`config.mk`:
```
export PLATFORM = sky130hd
export DESIGN_NAME = regfile_writeback_arbiter
export DESIGN_NICKNAME = d
export VERILOG_FILES = /design/src/rtl/regfile_wb_pkg.sv /design/src/rtl/regfile_writeback_arbiter_rr_arbiter.sv /design/src/rtl/regfile_writeback_arbiter.sv
export SDC_FILE = /design/constraint.sdc
export NUM_CORES = 1
export LEC_CHECK = 0
export ABC_AREA = 1
export CORE_UTILIZATION = 33
export DETAILED_ROUTE_END_ITERATION = 10
export PLACE_DENSITY = 0.95
export SKIP_LAST_GASP = 1
export SYNTH_ARGS = -nofsm -noshare
export SYNTH_HDL_FRONTEND = slang
export SYNTH_SLANG_ARGS = --single-unit
```
`constraint.sdc`:
```
create_clock -name i_Clock -period 2.2 [get_ports i_Clock]
set_input_delay 0.44 -clock i_Clock [delete_from_list [all_inputs] [get_ports i_Clock]]
set_output_delay 0.44 -clock i_Clock [all_outputs]
set_load 0.01 [all_outputs]
```
`src/rtl/regfile_wb_pkg.sv`:
```
// Shared widths, the writeback request record and the round-robin pointer
// wrap helper for the register-file writeback arbiter.
package regfile_wb_pkg;

    localparam int REG_ADDR_WIDTH  = 5;
    localparam int REG_DATA_WIDTH  = 32;
    localparam int STALL_CNT_WIDTH = 16;

    typedef struct packed {
        logic [4:0]  rd;
        logic [31:0] d;
    } wb_req_t;

    function automatic int unsigned rr_next(input int unsigned ptr, input int unsigned n);
        return (ptr == n - 1) ? 0 : ptr + 1;
    endfunction

endpackage

```
`src/rtl/regfile_writeback_arbiter_rr_arbiter.sv`:
```
// Combinational round-robin arbiter: grants the first request at or after ptr,
// wrapping from N-1 to 0. The pointer register lives in the parent.
module rr_arbiter #(
    parameter  int N  = 3,
    localparam int PW = (N > 1) ? $clog2(N) : 1
) (
    input  logic [N-1:0]  req,
    input  logic [PW-1:0] ptr,
    input  logic          enable,
    output logic [N-1:0]  gnt
);

    logic found;

    // NOTE: every signal written here gets a value before any conditional
    // assignment, so no path leaves it unassigned and no latch is inferred.
    always_comb begin
        gnt   = '0;
        found = 1'b0;
        // First pass covers ptr..N-1, second pass the wrapped range 0..ptr-1.
        for (int k = 0; k < N; k++) begin
            if (!found && req[k] && (k >= int'(ptr))) begin
                gnt[k] = 1'b1;
                found  = 1'b1;
            end
        end
        for (int k = 0; k < N; k++) begin
            if (!found && req[k]) begin
                gnt[k] = 1'b1;
                found  = 1'b1;
            end
        end
        if (!enable) begin
            gnt = '0;
        end
    end

endmodule

```
`src/rtl/regfile_writeback_arbiter.sv`:
```
// Shares the register-file write port among NUM_REQ writeback sources with a
// round-robin valid/ready handshake. Optional stall counters: REGFILE_WB_STALL_COUNT_EN.
module regfile_writeback_arbiter
    import regfile_wb_pkg::*;
#(
    parameter int NUM_REQ    = 3,
    parameter int DATA_WIDTH = REG_DATA_WIDTH,
    parameter int ADDR_WIDTH = REG_ADDR_WIDTH
) (
    input  logic                                i_Clock,
    input  logic                                i_Reset,
    input  logic                                i_Hold,
    input  logic [NUM_REQ-1:0]                  i_ReqValid,
    input  logic [NUM_REQ*ADDR_WIDTH-1:0]       i_ReqRD,
    input  logic [NUM_REQ*DATA_WIDTH-1:0]       i_ReqD,
    output logic [NUM_REQ-1:0]                  o_ReqReady,
    output logic [ADDR_WIDTH-1:0]               o_RD,
    output logic                                o_WriteEnable,
    output logic [DATA_WIDTH-1:0]               o_D,
    output logic [NUM_REQ*STALL_CNT_WIDTH-1:0]  o_StallCount
);

    localparam int PTR_W = $clog2(NUM_REQ);

    logic [NUM_REQ-1:0]    gnt;
    logic                  grant_en;
    logic [PTR_W-1:0]      ptr_q, ptr_d;
    logic [ADDR_WIDTH-1:0] rd_q, rd_d;
    logic [DATA_WIDTH-1:0] d_q, d_d;
    logic                  we_q, we_d;

    // Grants depend only on requests, hold and reset, never on the write stage.
    assign grant_en = !i_Reset && !i_Hold;

    rr_arbiter #(.N(NUM_REQ)) u_rr (
        .req    (i_ReqValid),
        .ptr    (ptr_q),
        .enable (grant_en),
        .gnt    (gnt)
    );

    assign o_ReqReady = gnt;

    always_comb begin
        rd_d  = '0;
        d_d   = '0;
        we_d  = 1'b0;
        ptr_d = ptr_q;
        for (int k = 0; k < NUM_REQ; k++) begin
            if (gnt[k]) begin
                rd_d  = i_ReqRD[k*ADDR_WIDTH +: ADDR_WIDTH];
                d_d   = i_ReqD[k*DATA_WIDTH +: DATA_WIDTH];
                we_d  = (rd_d != '0);
                ptr_d = PTR_W'(rr_next(unsigned'(k), unsigned'(NUM_REQ)));
            end
        end
    end

    // NOTE: state registers use non-blocking assignments so every flop samples
    // the pre-edge value of its inputs regardless of process ordering.
    always_ff @(posedge i_Clock) begin
        if (i_Reset) begin
            ptr_q <= '0;
            rd_q  <= '0;
            d_q   <= '0;
            we_q  <= 1'b0;
        end else begin
            ptr_q <= ptr_d;
            rd_q  <= rd_d;
            d_q   <= d_d;
            we_q  <= we_d;
        end
    end

    assign o_RD          = rd_q;
    assign o_D           = d_q;
    assign o_WriteEnable = we_q;

`ifdef REGFILE_WB_STALL_COUNT_EN
    logic [STALL_CNT_WIDTH-1:0] stall_q [NUM_REQ];
    logic [STALL_CNT_WIDTH-1:0] stall_d [NUM_REQ];

    // A requester stalls on any cycle it is valid but not granted; counts saturate.
    always_comb begin
        for (int k = 0; k < NUM_REQ; k++) begin
            stall_d[k] = stall_q[k];
            if (i_ReqValid[k] && !gnt[k] && (stall_q[k] != '1)) begin
                stall_d[k] = stall_q[k] + STALL_CNT_WIDTH'(1);
            end
        end
    end

    always_ff @(posedge i_Clock) begin
        for (int k = 0; k < NUM_REQ; k++) begin
            if (i_Reset) begin
                stall_q[k] <= '0;
            end else begin
                stall_q[k] <= stall_d[k];
            end
        end
    end

    always_comb begin
        o_StallCount = '0;
        for (int k = 0; k < NUM_REQ; k++) begin
            o_StallCount[k*STALL_CNT_WIDTH +: STALL_CNT_WIDTH] = stall_q[k];
        end
    end
`else
    assign o_StallCount = '0;
`endif

endmodule
```
==> out/metrics.json <==
{
  "leading_cell_types_by_total_area_after_synthesis": {"value": "sky130_fd_sc_hd__dfxtp_1, sky130_fd_sc_hd__nand3_1, sky130_fd_sc_hd__buf_4"},
  "finalSetupTns": {"value": 0, "unit": "ns"},
  "globalplace.congestion": {"value": 0.806},
  "detail_route.first_pass.iterations": {"value": 4},
  "yosys.area_share.simple": {"value": 39.1, "unit": "%"},
  "layout_common_cells": {"value": "sky130_fd_sc_hd__clkdlybuf4s50_1, sky130_fd_sc_hd__nand3_1, sky130_fd_sc_hd__nand2_1"},
  "post_cts_buffers": {"value": 0},
  "finalClockSkew": {"value": 0.00389, "unit": "ns"},
  "initial_core_util": {"value": 34.3, "unit": "%"},
  "synth-seq-cells": {"value": 40},
  "swShare": {"value": 26.1, "unit": "%"},
  "slowest_delay": {"value": 0.52, "unit": "ns"},
  "drcViolationCount": {"value": 0},
  "synth-xor-area-share": {"value": 0, "unit": "%"},
  "clk_pin_slew": {"value": 0.08, "unit": "ns"},
  "timing.hold.worst.start": {"value": "ptr_q[1]$_SDFFE_PP0P_"},
  "clk_path_buf_depth": {"value": 2},
  "detail_route.wirelength": {"value": 7.23, "unit": "mm"},
  "rsz0062_at_grt": {"value": "no"},
  "antennaDiodeCount": {"value": 0},
  "track_usage": {"value": 20.3, "unit": "%"},
  "hpwlAfterDp": {"value": 5.37, "unit": "mm"},
  "syn-mean-instance-area": {"value": 7.24, "unit": "um2"},
  "number_of_buffer_cells_added_on_primary_ports": {"value": 157},
  "synthesis.area": {"value": 2180, "unit": "um2"},
  "core_area": {"value": 6350, "unit": "um2"},
  "critical_path.slowest_cell": {"value": "sky130_fd_sc_hd__clkdlybuf4s50_1"},
  "area_growth": {"value": 70.4, "unit": "%"},
  "reg2reg_from": {"value": "ptr_q[1]$_SDFFE_PP0P_"},
  "synth_cell_type_count": {"value": 19},
  "synth_largest_type_area_fraction": {"value": 36.7, "unit": "%"},
  "cts.htree.levels": {"value": 2},
  "worst-setup-path-type": {"value": "in -> out"},
  "placed_cell_area": {"value": 3610, "unit": "um2"},
  "first_global_vias": {"value": 2409},
  "worst_ir_drop_vdd": {"value": 345, "unit": "uV"},
  "clock_sinks": {"value": 40},
  "avgRoutedWirePerCell": {"value": 13.7, "unit": "um"},
  "numPlacedInstances": {"value": 521},
  "viasPerCell": {"value": 4.78},
  "finalHoldViolations": {"value": 0},
  "floorplan.die.width": {"value": 83.3, "unit": "um"},
  "leak_pwr": {"value": 1.59, "unit": "nW"},
  "hold_buffers": {"value": 0},
  "dp_slack": {"value": -0.246, "unit": "ns"},
  "fmaxAchievable": {"value": 0.476, "unit": "GHz"},
  "drt_first_iter_violations": {"value": 90},
  "period_share": {"value": 95.4, "unit": "%"},
  "internal_power": {"value": 0.00141, "unit": "W"},
  "hold_path_class": {"value": "reg -> reg"},
  "run_status": {"value": "finished, final reports clean"},
  "power_per_cell_area": {"value": 513, "unit": "nW/um2"},
  "critical_path_arrival": {"value": 1.66, "unit": "ns"},
  "setup_viol_count_final": {"value": 0},
  "hold_ws": {"value": 0.498, "unit": "ns"},
  "cp_capture_type": {"value": "output pin"},
  "final_cell_area": {"value": 3710, "unit": "um2"},
  "proportion_of_layout_cells_with_a_drive_suffix_above_1": {"value": 4.20, "unit": "%"},
  "crit_path_max_fanout": {"value": 4},
  "worst_r2r_endpoint": {"value": "ptr_q[0]$_SDFFE_PP0N_"},
  "cap_viol_max_count": {"value": 0},
  "cts-root-buf": {"value": "sky130_fd_sc_hd__clkbuf_8"},
  "r2r.worst_path.cells": {"value": 8},
  "commonest_non_fill_non_tap_cell_in_the_layout": {"value": "sky130_fd_sc_hd__clkdlybuf4s50_1"},
  "ant_nets": {"value": 0},
  "grt_start_max_net_pins": {"value": 40},
  "die-area": {"value": 6930, "unit": "um2"},
  "cts_tree": {"value": "built"},
  "power.switching": {"value": 0.000496, "unit": "W"},
  "finalMaxSlewViolations": {"value": 0},
  "io-pin-count": {"value": 206},
  "seq_power_share": {"value": 41.1, "unit": "%"},
  "synth_adder_area_share": {"value": 0, "unit": "%"},
  "worstSkewPairLatency": {"value": 0.28, "unit": "ns"},
  "std_cell_rows": {"value": 29},
  "hold_end": {"value": "ptr_q[1]$_SDFFE_PP0P_"},
  "startpoint_type": {"value": "input pin"},
  "cpMostUsedCell": {"value": "sky130_fd_sc_hd__nand2_1"},
  "yosysSeqAreaShare": {"value": 36.7, "unit": "%"},
  "num_vias": {"value": 2527},
  "hold_path_depth": {"value": 2},
  "timing.critical_path.required": {"value": 1.76, "unit": "ns"},
  "synth_compound_gate_area_share": {"value": 0.459, "unit": "%"},
  "synth.largest_area_cell": {"value": "sky130_fd_sc_hd__dfxtp_1"},
  "synth_cells": {"value": 301},
  "muxShareOfSynthArea": {"value": 0, "unit": "%"},
  "worstPathCellList": {"value": "clkdlybuf4s50_1 -> nand3_2 -> nand4_1 -> nand2_1 -> nand2_1 -> inv_1 -> dlygate4sd2_1"},
  "antenna_found_initial": {"value": 0},
  "first_pass_grt_wire_length": {"value": 11.2, "unit": "mm"},
  "synth-warning-count": {"value": 0},
  "vertical_die_dimension": {"value": 83.3, "unit": "um"},
  "setup.reg_to_reg.worst_slack": {"value": 0.66, "unit": "ns"},
  "final_critical_path_setup_slack": {"value": 0.100, "unit": "ns"},
  "synth_top_family_by_area": {"value": "simple AND/OR/NAND/NOR gates"},
  "cts_made_buffers": {"value": 5},
  "instances_no_fill": {"value": 529},
  "grt.overflow.total": {"value": 0},
  "period_needed": {"value": 2.10, "unit": "ns"},
  "finish.net_count": {"value": 568},
  "power_frac_clock": {"value": 30.7, "unit": "%"},
  "power.share.combinational": {"value": 28.1, "unit": "%"}
}
## cell usage after synthesis, drive strengths merged
cell / count
nor2: 6
nand3: 117
nand4: 2
nand2: 52
dfxtp: 40
conb: 1
clkbuf: 4
a21oi: 2
nand3b: 1
nor3: 2
buf: 64
nor4: 1
inv: 9
## per-layer routing
layer	GRT usage, %	share of wire, %	vias to the layer above
met3	4.08	9.1	17
met1	22.4	37	1150
met2	37.0	51	153
met4	9.72	2.6	0
met5	0	0	-
li1	-	-	1207
## flip-flops by register name (all words and copies together), names as in the netlist
| name | cells |
|---|---|
| o_RD | 5 |
| ptr_q | 2 |
| o_D | 32 |
| o_WriteEnable | 1 |
## how the worst max path moves through the flow
stage / startpoint / endpoint / slack [ns] / cells after the start
detailed placement: i_Hold / o_ReqReady[2] / -0.25 / 5
floorplan: i_Hold / o_ReqReady[2] / 0.70 / 4
global route: i_Hold / o_ReqReady[2] / 0.002 / 5
CTS: i_Hold / o_ReqReady[2] / 0.03 / 5
global placement: i_Hold / o_ReqReady[2] / -0.22 / 5
finish: i_ReqValid[0] / o_ReqReady[1] / 0.10 / 7
## critical path, delay by kind of cell
| family | cells | cell delay (ns) |
|---|---|---|
| AND/OR/NAND/NOR | 4 | 0.37 |
| buffers and inverters | 3 | 0.83 |
## power by group through the flow
| stage | Sequential [W] | Clock [W] | Combinational, W |
|---|---|---|---|
| 2_1_floorplan | 0.000824 | 0 | 0.000236 |
| 3_3_place_gp | 0.000799 | 0 | 0.000525 |
| 3_5_place_dp | 0.000801 | 0 | 0.000535 |
| 4_1_cts | 0.000784 | 0.000603 | 0.000535 |
| 5_1_grt | 0.000788 | 0.000634 | 0.000572 |
| 6_report | 0.000784 | 0.000586 | 0.000536 |
## through the flow
stage	util [%]	power (W)
global route	58.5	0.00199
floorplan	-	0.00106
detailed placement	56.8	0.00134
CTS	58.4	0.00192
finish	58.5	0.00190
global placement	56.8	0.00132
## layout make-up
class                           count  area [um2]
Tap cell                           77        96.3
Multi-Input combinational cell    231        1060
Sequential cell                    40         801
Inverter                            9        33.8
Clock buffer                        6        72.6
Timing Repair Buffer              164        1620
Fill cell                         541        2640
Clock inverter                      2        35.0
## timing repair
item | CTS | global route
setup endpoints to repair | 3 | 1
gates resized for setup | 4 | 2
pin swaps | 0 | 0
## cell families after synthesis
kind of cell,count (synthesis)
compound gates,2
flops,40
simple gates,181
buf+inv,77
other cells,1
(Power assumes the default switching activity.)
==> edit, RTL diff (same flow settings) <==
Change the package constant `STALL_CNT_WIDTH` from 16 to 20.
--- a/src/rtl/regfile_wb_pkg.sv
+++ b/src/rtl/regfile_wb_pkg.sv
@@ -4,7 +4,7 @@
 
     localparam int REG_ADDR_WIDTH  = 5;
     localparam int REG_DATA_WIDTH  = 32;
-    localparam int STALL_CNT_WIDTH = 16;
+    localparam int STALL_CNT_WIDTH = 20;
 
     typedef struct packed {
         logic [4:0]  rd;
Interface: changed (resized o_StallCount); port bits go from 206 to 218. No check against the original RTL was run, so the function may have changed too.
==> edit against the original RTL <==
The flow now finishes with violations (DRC). Total power increased by 0.84%. Critical path depth stayed put. Clock skew is 0.00089 ns higher. Wire length rose by 3.5%. Sequential share of layout area shrank 0.44 points. Final area grew 2.1%. Worst setup slack improved by 0.025 ns. Sequential cell count did not move. Synthesized area is 4.1% higher. Critical endpoint is now o_ReqReady[2]. Largest cell class unchanged. Highest routed layer unchanged.
==> edit: results (changes against the original RTL) <==
Status
  • Status: finished, violations left
  • Violated checks: DRC

Placed design
  • Post-DP HPWL: 5720 um (+6.6%)
  • Pre-CTS setup slack: -0.157 ns (+0.0891 ns)
  • Final Wtd Congestion: 0.809 (+0.48%)
  • Placed insts: 536 (+2.9%)

Yosys
  • Synth area leaders: dfxtp_1, nand3_1, buf_4
  • Post-synthesis sequential area ratio: 0.353 (-0.0146)
  • Mapped Cells: 313 (+4.0%)
  • Commonest cells post-synth: nand3_1, buf_4, nand2_1, dfxtp_1, buf_2
  • Compound-Gate Fraction of Synth Area: 0.00441 (-0.000182)

Power and ir drop
  • Pleak: 1.64 nW (+3.2%)
  • Peak supply drop: 0.286 mV (-17%)
  • Logic gate share of total power: 0.287 (+0.006)
  • Sw frac: 0.265 (+0.00469)
  • Tot Pwr: 1.92 mW (+0.84%)

Global routing
  • Global-route wire length before repair: 11,500 um (+2.6%)
  • Vias in the first global route: 2,413 (+0.17%)

Layout
  • Non-clock buffer share: 0.434 (-0.00265)
  • Multi-input gate area: 1110 um2 (+4.7%)
  • Final net count: 583 (+2.6%)
  • #MultiIn Comb: 243 (+5.2%)
  • Seq area share: 0.211 (-0.00441)
  • Layout clock area frac: 0.0294 (+0.000397)
  • Buffers, non-clock: 167 (+1.8%)

Setup path
  • Critical path fanouts, max: 3 (-1)
  • Arrival time worst endpoint: 1.63 ns (-0.03 ns)

Routing
  • Iter 0 DRT Violations: 117 (+30%)
  • Overall routed net length: 7480 um (+3.5%)
  • Drt first pass iters: 11 (+7)
  • Post-route DRC violation count: 16 (+16)
  • Via count: 2,607 (+3.2%)

Clocking
  • Cts repair resizes: 3 (-1)
-- edit: layer usage --
layer	share of wire	vias to the layer above	track usage	routed length [um]
li1	-	1224	-	-
met1	0.35	1190	0.209	2600
met2	0.52	174	0.381	3890
met3	0.11	19	0.0623	797
met4	0.025	0	0.0740	188
met5	0	-	0	0
-- edit: how the worst max path moves through the flow --
stage | from | to | slack, ns | cells after the start
global route | i_ReqValid[1] | o_ReqReady[0] | 0.02 | 7
floorplan | i_Hold | o_ReqReady[2] | 0.70 | 4
detailed placement | i_ReqValid[0] | o_ReqReady[2] | -0.16 | 7
CTS | i_ReqValid[0] | o_ReqReady[1] | 0.11 | 7
global placement | i_Hold | o_ReqReady[1] | -0.13 | 6
finish | i_ReqValid[0] | o_ReqReady[2] | 0.13 | 7
-- edit: worst max-delay path, stage by stage --
cell	delay, ns
clkdlybuf4s50_1	0.47
inv_1	0.10
nand3_1	0.07
nand2_1	0.06
inv_1	0.06
nor2_4	0.11
dlygate4sd2_1	0.32
